===== src/rtl/mina_fetch_unit.sv =====
`timescale 1ns/1ps
// mina_fetch_unit: decoupled instruction fetch front end for the MINA pipeline.
// Issues pipelined requests to a variable-latency IMEM, buffers returned words
// in a DEPTH-entry queue and hands them to ID with a valid/ready handshake.
// A branch redirect flushes the queue and discards every in-flight response.
//
// Ports:
//   clk, rst_n                  clock, asynchronous active-low reset
//   imem_req_valid/ready/addr   fetch request channel (addr word aligned)
//   imem_rsp_valid/data         in-order responses, no backpressure
//   branch_req, branch_ia       redirect from EX (branch_ia[1:0] ignored)
//   id_valid/ready              queue head handshake to ID
//   id_ir, id_ia_plus_4         head instruction and its address + 4
//   occupancy                   queue entries in use
//
// Optional feature macro MINA_FETCH_PERF_EN adds perf_bubble_cnt and
// perf_flush_cnt (saturating 32-bit counters).
module mina_fetch_unit #(
    parameter int unsigned DEPTH           = 4,
    parameter int unsigned MAX_OUTSTANDING = 2,
    parameter logic [31:0] INITIAL_IA      = 32'h0000_0000
) (
    input  logic                         clk,
    input  logic                         rst_n,
    output logic                         imem_req_valid,
    input  logic                         imem_req_ready,
    output logic [31:0]                  imem_req_addr,
    input  logic                         imem_rsp_valid,
    input  logic [31:0]                  imem_rsp_data,
    input  logic                         branch_req,
    input  logic [31:0]                  branch_ia,
    output logic                         id_valid,
    input  logic                         id_ready,
    output logic [31:0]                  id_ir,
    output logic [31:0]                  id_ia_plus_4,
    output logic [$clog2(DEPTH+1)-1:0]   occupancy
`ifdef MINA_FETCH_PERF_EN
    ,
    output logic [31:0]                  perf_bubble_cnt,
    output logic [31:0]                  perf_flush_cnt
`endif
);

    localparam int unsigned QAW = $clog2(DEPTH);
    localparam int unsigned OW  = $clog2(DEPTH + 1);
    localparam int unsigned AAW = (MAX_OUTSTANDING > 1) ? $clog2(MAX_OUTSTANDING) : 1;
    localparam int unsigned CW  = $clog2(MAX_OUTSTANDING + 1);
    localparam int unsigned SW  = OW + 1;

    logic [31:0]    r_ia;
    logic [31:0]    r_afifo [MAX_OUTSTANDING];
    logic [AAW-1:0] r_af_wr;
    logic [AAW-1:0] r_af_rd;
    logic [CW-1:0]  r_out;
    logic [CW-1:0]  r_discard;
    logic [31:0]    r_q_ir  [DEPTH];
    logic [31:0]    r_q_ia4 [DEPTH];
    logic [QAW-1:0] r_q_wr;
    logic [QAW-1:0] r_q_rd;
    logic [OW-1:0]  r_occ;

    logic        w_credit_ok;
    logic        w_req_fire;
    logic        w_push;
    logic        w_drop;
    logic        w_pop;
    logic [31:0] w_rsp_addr;

    // Address FIFO depth need not be a power of two, so wrap explicitly.
    function automatic logic [AAW-1:0] af_inc(input logic [AAW-1:0] p);
        return (p == AAW'(MAX_OUTSTANDING - 1)) ? '0 : p + AAW'(1);
    endfunction

    // Credit check guarantees every accepted request has a queue slot waiting.
    assign w_credit_ok = (r_out < CW'(MAX_OUTSTANDING)) &&
                         ((SW'(r_occ) + SW'(r_out)) < SW'(DEPTH));
    assign imem_req_valid = rst_n && !branch_req && w_credit_ok;
    assign imem_req_addr  = r_ia;
    assign w_req_fire     = imem_req_valid && imem_req_ready;

    // A response is kept only outside a branch cycle and with nothing left to discard.
    assign w_rsp_addr = r_afifo[r_af_rd];
    assign w_push     = imem_rsp_valid && !branch_req && (r_discard == '0);
    assign w_drop     = imem_rsp_valid && !w_push;
    assign w_pop      = id_valid && id_ready && !branch_req;

    assign id_valid     = (r_occ != '0);
    assign id_ir        = r_q_ir[r_q_rd];
    assign id_ia_plus_4 = r_q_ia4[r_q_rd];
    assign occupancy    = r_occ;

    // Fetch address, in-flight tracking and instruction queue.
    always_ff @(posedge clk or negedge rst_n) begin
        if (!rst_n) begin
            r_ia      <= INITIAL_IA;
            r_af_wr   <= '0;
            r_af_rd   <= '0;
            r_out     <= '0;
            r_discard <= '0;
            r_q_wr    <= '0;
            r_q_rd    <= '0;
            r_occ     <= '0;
            for (int i = 0; i < int'(MAX_OUTSTANDING); i++) begin
                r_afifo[i] <= '0;
            end
            for (int i = 0; i < int'(DEPTH); i++) begin
                r_q_ir[i]  <= '0;
                r_q_ia4[i] <= '0;
            end
        end else begin
            if (branch_req) begin
                r_ia <= branch_ia & 32'hFFFF_FFFC;
            end else if (w_req_fire) begin
                r_ia <= r_ia + 32'd4;
            end

            if (w_req_fire) begin
                r_afifo[r_af_wr] <= r_ia;
                r_af_wr          <= af_inc(r_af_wr);
            end
            if (imem_rsp_valid) begin
                r_af_rd <= af_inc(r_af_rd);
            end
            r_out <= r_out + CW'(w_req_fire) - CW'(imem_rsp_valid);

            // Everything still in flight after this cycle belongs to the old path.
            if (branch_req) begin
                r_discard <= r_out - CW'(imem_rsp_valid);
            end else if (w_drop) begin
                r_discard <= r_discard - CW'(1);
            end

            if (branch_req) begin
                r_q_wr <= '0;
                r_q_rd <= '0;
                r_occ  <= '0;
            end else begin
                if (w_push) begin
                    r_q_ir[r_q_wr]  <= imem_rsp_data;
                    r_q_ia4[r_q_wr] <= w_rsp_addr + 32'd4;
                    r_q_wr          <= r_q_wr + QAW'(1);
                end
                if (w_pop) begin
                    r_q_rd <= r_q_rd + QAW'(1);
                end
                r_occ <= r_occ + OW'(w_push) - OW'(w_pop);
            end
        end
    end

`ifdef MINA_FETCH_PERF_EN
    logic [31:0] r_bubble_cnt;
    logic [31:0] r_flush_cnt;

    // Saturating counters: empty-head cycles and dropped responses.
    always_ff @(posedge clk or negedge rst_n) begin
        if (!rst_n) begin
            r_bubble_cnt <= '0;
            r_flush_cnt  <= '0;
        end else begin
            if (!id_valid && (r_bubble_cnt != 32'hFFFF_FFFF)) begin
                r_bubble_cnt <= r_bubble_cnt + 32'd1;
            end
            if (w_drop && (r_flush_cnt != 32'hFFFF_FFFF)) begin
                r_flush_cnt <= r_flush_cnt + 32'd1;
            end
        end
    end

    assign perf_bubble_cnt = r_bubble_cnt;
    assign perf_flush_cnt  = r_flush_cnt;
`endif

endmodule


===== config.mk =====
export PLATFORM = sky130hd
export DESIGN_NAME = mina_fetch_unit
export DESIGN_NICKNAME = d
export VERILOG_FILES = /design/src/rtl/mina_fetch_unit.sv
export SDC_FILE = /design/constraint.sdc
export NUM_CORES = 1
export LEC_CHECK = 0
export CAP_MARGIN = 20
export CELL_PAD_IN_SITES_DETAIL_PLACEMENT = 0
export CELL_PAD_IN_SITES_GLOBAL_PLACEMENT = 1
export CORE_MARGIN = 8
export CORE_UTILIZATION = 35
export CTS_CLUSTER_DIAMETER = 100
export DETAILED_ROUTE_END_ITERATION = 10
export PLACE_DENSITY_LB_ADDON = 0.1
export SLEW_MARGIN = 40
export SYNTH_ARGS = -nofsm -noshare
export SYNTH_HDL_FRONTEND = slang
export SYNTH_SLANG_ARGS = --single-unit

===== constraint.sdc =====
create_clock -name clk -period 2.95 [get_ports clk]
set_input_delay 0.59 -clock clk [delete_from_list [all_inputs] [get_ports clk]]
set_output_delay 0.59 -clock clk [all_outputs]
set_load 0.02 [all_outputs]

# == Yosys cells after proc, flatten, opt, wreduce, memory -nomap -nowiden ==
# Index checks and enable logic that the tools add are counted.
# Widths: inputs -> output; s select.
# op_classes
reduce_logical,20
mux,27
bitwise,5
addsub,13
order_cmp,8
# op_table
cell,n
$mux 32,11
$bwmux 128,2
$bmux 32 s2,2
$add 32x3->32 const B,2
$bwmux 64,1
$demux 32 s2,1
$demux 32 s1,1
$mux 2,6
$logic_and 1x1->1,11
$reduce_bool 2->1,4
$ge 3x3->1 const B,2
$not 2->3,2
$add 2x1->2 const B,2
$add 3x2->4,1
$ge 2x2->1 const B,2
$lt 4x3->1 const B,1
$not 1->2,2
$sub 2x1->2,2
$add 3x1->3,1
$lt 3x1->1 const B,1
$mux 3,1
$reduce_bool 3->1,1
$sub 3x1->3,1
$add 1x1->1 const B,2
other kinds (9),11
# word_totals
out_inout_bits,101
inputBits,70
regBits,365
wordCells,91

# == Longest topological paths before layout ==
# depth
depth_word,7
depth_mapped,13
mapped_depth_nobuf,11

# == Least setup slack after synthesis ==
# OpenSTA, ideal clock, no wires.
# synth_path
kind,reg2reg
start,register r_af_rd
end,register r_q_ia4[90] (netlist name)
t_required_ps,2824
t_arrival_ps,2932
path_stages_with_launch,14
setup_slack_ps,-108
path_buffers,6
setup_ps,126
synth_period_minus_slack_ps,3058
cell_sequence,dfrtp_1 buf_6 buf_8 buf_6 buf_2 buf_2 mux2_2 ha_1 nand4b_1 a22oi_4 nand4_2 buf_2 or2_4 a221o_1
# synth_via
elab_chain_len,6
# synth_rtl
element,line,text
from (decl),53,logic [AAW-1:0] r_af_rd;
from (signal assigned),122,r_af_rd <= af_inc(r_af_rd);
$not 1->2 (not written as such),82,assign w_rsp_addr = r_afifo[r_af_rd];
$mux 32 (not written as such) (3 in series),82,
$add 32x3->32,140,r_q_ia4[r_q_wr] <= w_rsp_addr + 32'd4;
$bwmux 128,140,
"to (signal, indexed assignment)",140,
to (decl),57,logic [31:0] r_q_ia4 [DEPTH];
# Every way passes these cells. The select of a mux whose other input is x is not followed.
# A chain may end at the register's enable or synchronous reset.

# == Worst setup path after layout ==
# layout_path
start,register r_q_rd[0]
end,output port id_ia_plus_4[29]
# layout_via
elab_chain_len,4
# layout_rtl
element,line,text
from (decl),59,logic [QAW-1:0] r_q_rd;
from (signal assigned),144,r_q_rd <= r_q_rd + QAW'(1);
$not 2->3 (not written as such),89,assign id_ia_plus_4 = r_q_ia4[r_q_rd];
$bmux 32 s2,89,
$mux 32 (not written as such) (2 in series),89,
to (decl),35,"output logic [31:0] id_ia_plus_4,"
# Every way passes these cells. The select of a mux whose other input is x is not followed.

==> reports/qor.yml <==
cts_sinks: 351
slew_headroom: 0.5433
synth_edf_count: 0
ant_nets: 0
vias: 11473
fillCellCount: 4561
cts_buffer_depth: 3
wire_per_inst_um: 19.97
ioPinCount: 171
port-buffer-count: 164
die_h_um: 235.4
synth-seq-area-share: 0.5211
status: "finished, final reports clean"
skew_ns: 0.01013
clk_pin_slew_worst_paths_ns: 0.05
die_width_um: 235.4
rsz0062_at_grt: "no"
p_leak_nw: 9.287
crit_fanout: 24
synth.distinct_cells: 64
finalMaxSlewViolations: 0
grt_pass1_vias: 12159
dieArea_mm2: 0.05543
layout-drive-gt1-share: 0.2530
irDropWorstVdd_v: 0.0003942
drc: 0
grt_max_degree: 136
grt_overflow_total: 0
place_congestion: 0.7508
clockRootBuffer: "clkbuf_16"
gr-usage-met2: 0.2488
post_cts.repair.setup_buffers: 0
power_mw: 18.41
tns_ns: 0
clock_latency_ns: 0.55
fmax_ghz: 0.3507
cp-start-kind: "flop"
setup_violations: 0
multiInputGateArea_mm2: 0.007657
wl_um: 43860
cts_buffers: 42
maxCapViolations: 0
synth_commonest_cells: "351 x dfrtp_1, 195 x mux2_2, 158 x nand2_1"
seq_area_mm2: 0.008790
first_iter_violations: 696
synth_ff_type: "dfrtp_1"
arrival_ns: 2.26
hp-class: "in -> async"
ys_top_cells_by_area: "dfrtp_1 52%, mux2_2 13%, mux4_2 8.3%, nand2_1 3.5%, o21ai_0 3.2%"
timing_hold_violations_final: 0
cp_data_required_time_ns: 2.36
antenna_found_initial: 0
h-tree-depth: 2
track_usage: 0.1590
synth_warnings: 0
ys_seq_elements: 351
yosysMostFrequentCell: "dfrtp_1"
hpwl_um: 29990
synth_area_per_cell_um2: 12.25
dr.pass1.iters: 5
fin_nets: 1637
yosysTopAreaCell: "dfrtp_1"
area_growth_pct: 23.65
synthesis.area_mm2: 0.01685
grt_use_met1: 0.2234
rows: 80
synthCells: 1376
initial_core_util: 0.3538
vias_per_cell: 5.224
cts_tree: "built"
crit_type: "reg -> out"
critPathCaptureType: "primary output"
worst_pin_slew_ns: 0.6659
synth_top_area_frac: 0.5211
power.density_mw_per_mm2: 883.4
busiest_layer: "met2"
grt_pass1_wl_um: 71500
coreArea_mm2: 0.04765
fin_crit_ns: 2.851
synthArstFlopShare: 1.000
antenna-diode-count: 0
use_met3: 0.03195
finish.utilization: 0.4374
post-route-period-util: 0.9665
routing by layer:
| layer | up-vias | part of all wire |
|---|---|---|
| met4 | 0 | 0.018 |
| met5 | - | 0 |
| met3 | 45 | 0.041 |
| met2 | 196 | 0.46 |
| li1 | 5446 | - |
| met1 | 5786 | 0.48 |
cell usage in the layout (no fill, tap or decap), types with 11 or more instances in the layout:
cell and instances:
xor2_1 11, o31ai_1 16, buf_12 13, mux2i_1 26, dlygate4sd2_1 61, ha_1 12
dfrtp_1 348, buf_4 37, inv_1 19, nand4_1 16, clkbuf_1 14, a221o_1 24
nor2_1 54, nand2_1 154, nand3b_1 13, mux4_2 62, mux2_2 195, nand3_1 53
clkdlybuf4s50_1 100, o21ai_0 109, or3_1 11, xnor2_1 22, clkbuf_16 44, nor4_1 19
flip-flops by register name (all words and copies together) (netlist names), 2 cells and up:
name,cells
occupancy,3
r_discard,2
r_afifo,60
r_out,2
r_q_wr,2
r_q_ia4,120
r_q_rd,2
r_q_ir,128
imem_req_addr,30
metrics by stage:
stage	setup WS, ns	area [µm²]	hold WS (ns)	instances
2_1_floorplan	0.005834	16880	0.2944	1379
3_3_place_gp	0.1618	19510	0.4548	2122
3_5_place_dp	0.1310	19510	0.4631	2122
4_1_cts	0.006109	20770	0.1802	2194
5_1_grt	0.004601	20840	0.1622	2196
6_report	0.09878	20840	0.1316	2196
critical path, stage by stage (launching register included):
cell	delay (ns)
dfrtp_4	0.51
buf_16	0.23
mux4_2	0.59
dlygate4sd2_1	0.35
cell type report:
type,count,area share
Sequential cell,351,0.4217
Multi-Input combinational cell,919,0.3674
Timing Repair Buffer,220,0.1072
Clock buffer,67,0.06076
Tap cell,615,0.03692
Inverter,19,0.003422
Clock inverter,5,0.002582
final timing paths:
path	from	end	slack, ns	cells after the start
setup / recovery	r_q_rd[0]$_DFFE_PN0P_	id_ia_plus_4[29]	0.1	3
hold / removal	rst_n	occupancy[0]$_DFF_PN0_	0.13	2
setup reg to reg	r_af_rd$_DFFE_PN0P_	r_q_ia4[86]$_DFFE_PN0P_	0.24	9
hold reg to reg	r_q_ia4[2]$_DFFE_PN0P_	r_q_ia4[2]$_DFFE_PN0P_	0.47	2
max in group asynchronous	rst_n	r_q_ia4[120]$_DFFE_PN0P_	1.52	4
min in group clk	branch_req	r_q_rd[1]$_DFFE_PN0P_	0.47	3
cell families after synthesis:
family                   Yosys count  synth area share
adder cells (fa/ha/maj)           14           0.01084
XOR/XNOR                          33           0.01715
buffers and inverters            109           0.02799
flip-flops                       351            0.5211
AND/OR/NAND/NOR                  381            0.1137
multiplexers                     283            0.2286
AO/OA/AOI/OAI                    204           0.08047
other                              1         0.0002225
power by group:
group	switching (mW)	total, mW	internal, mW
combinational	3.33	6.39	3.06
sequential	0.966	7.05	6.09
clock	1.96	4.97	3.01
what timing repair did:
action / 4_1_cts / 5_1_grt
endpoints found under the setup margin: 62 / 12
cloned: 0 / 1
resized for setup: 64 / 2
hold buffers: 0 / 0
Power figures use the tool's default switching activity.
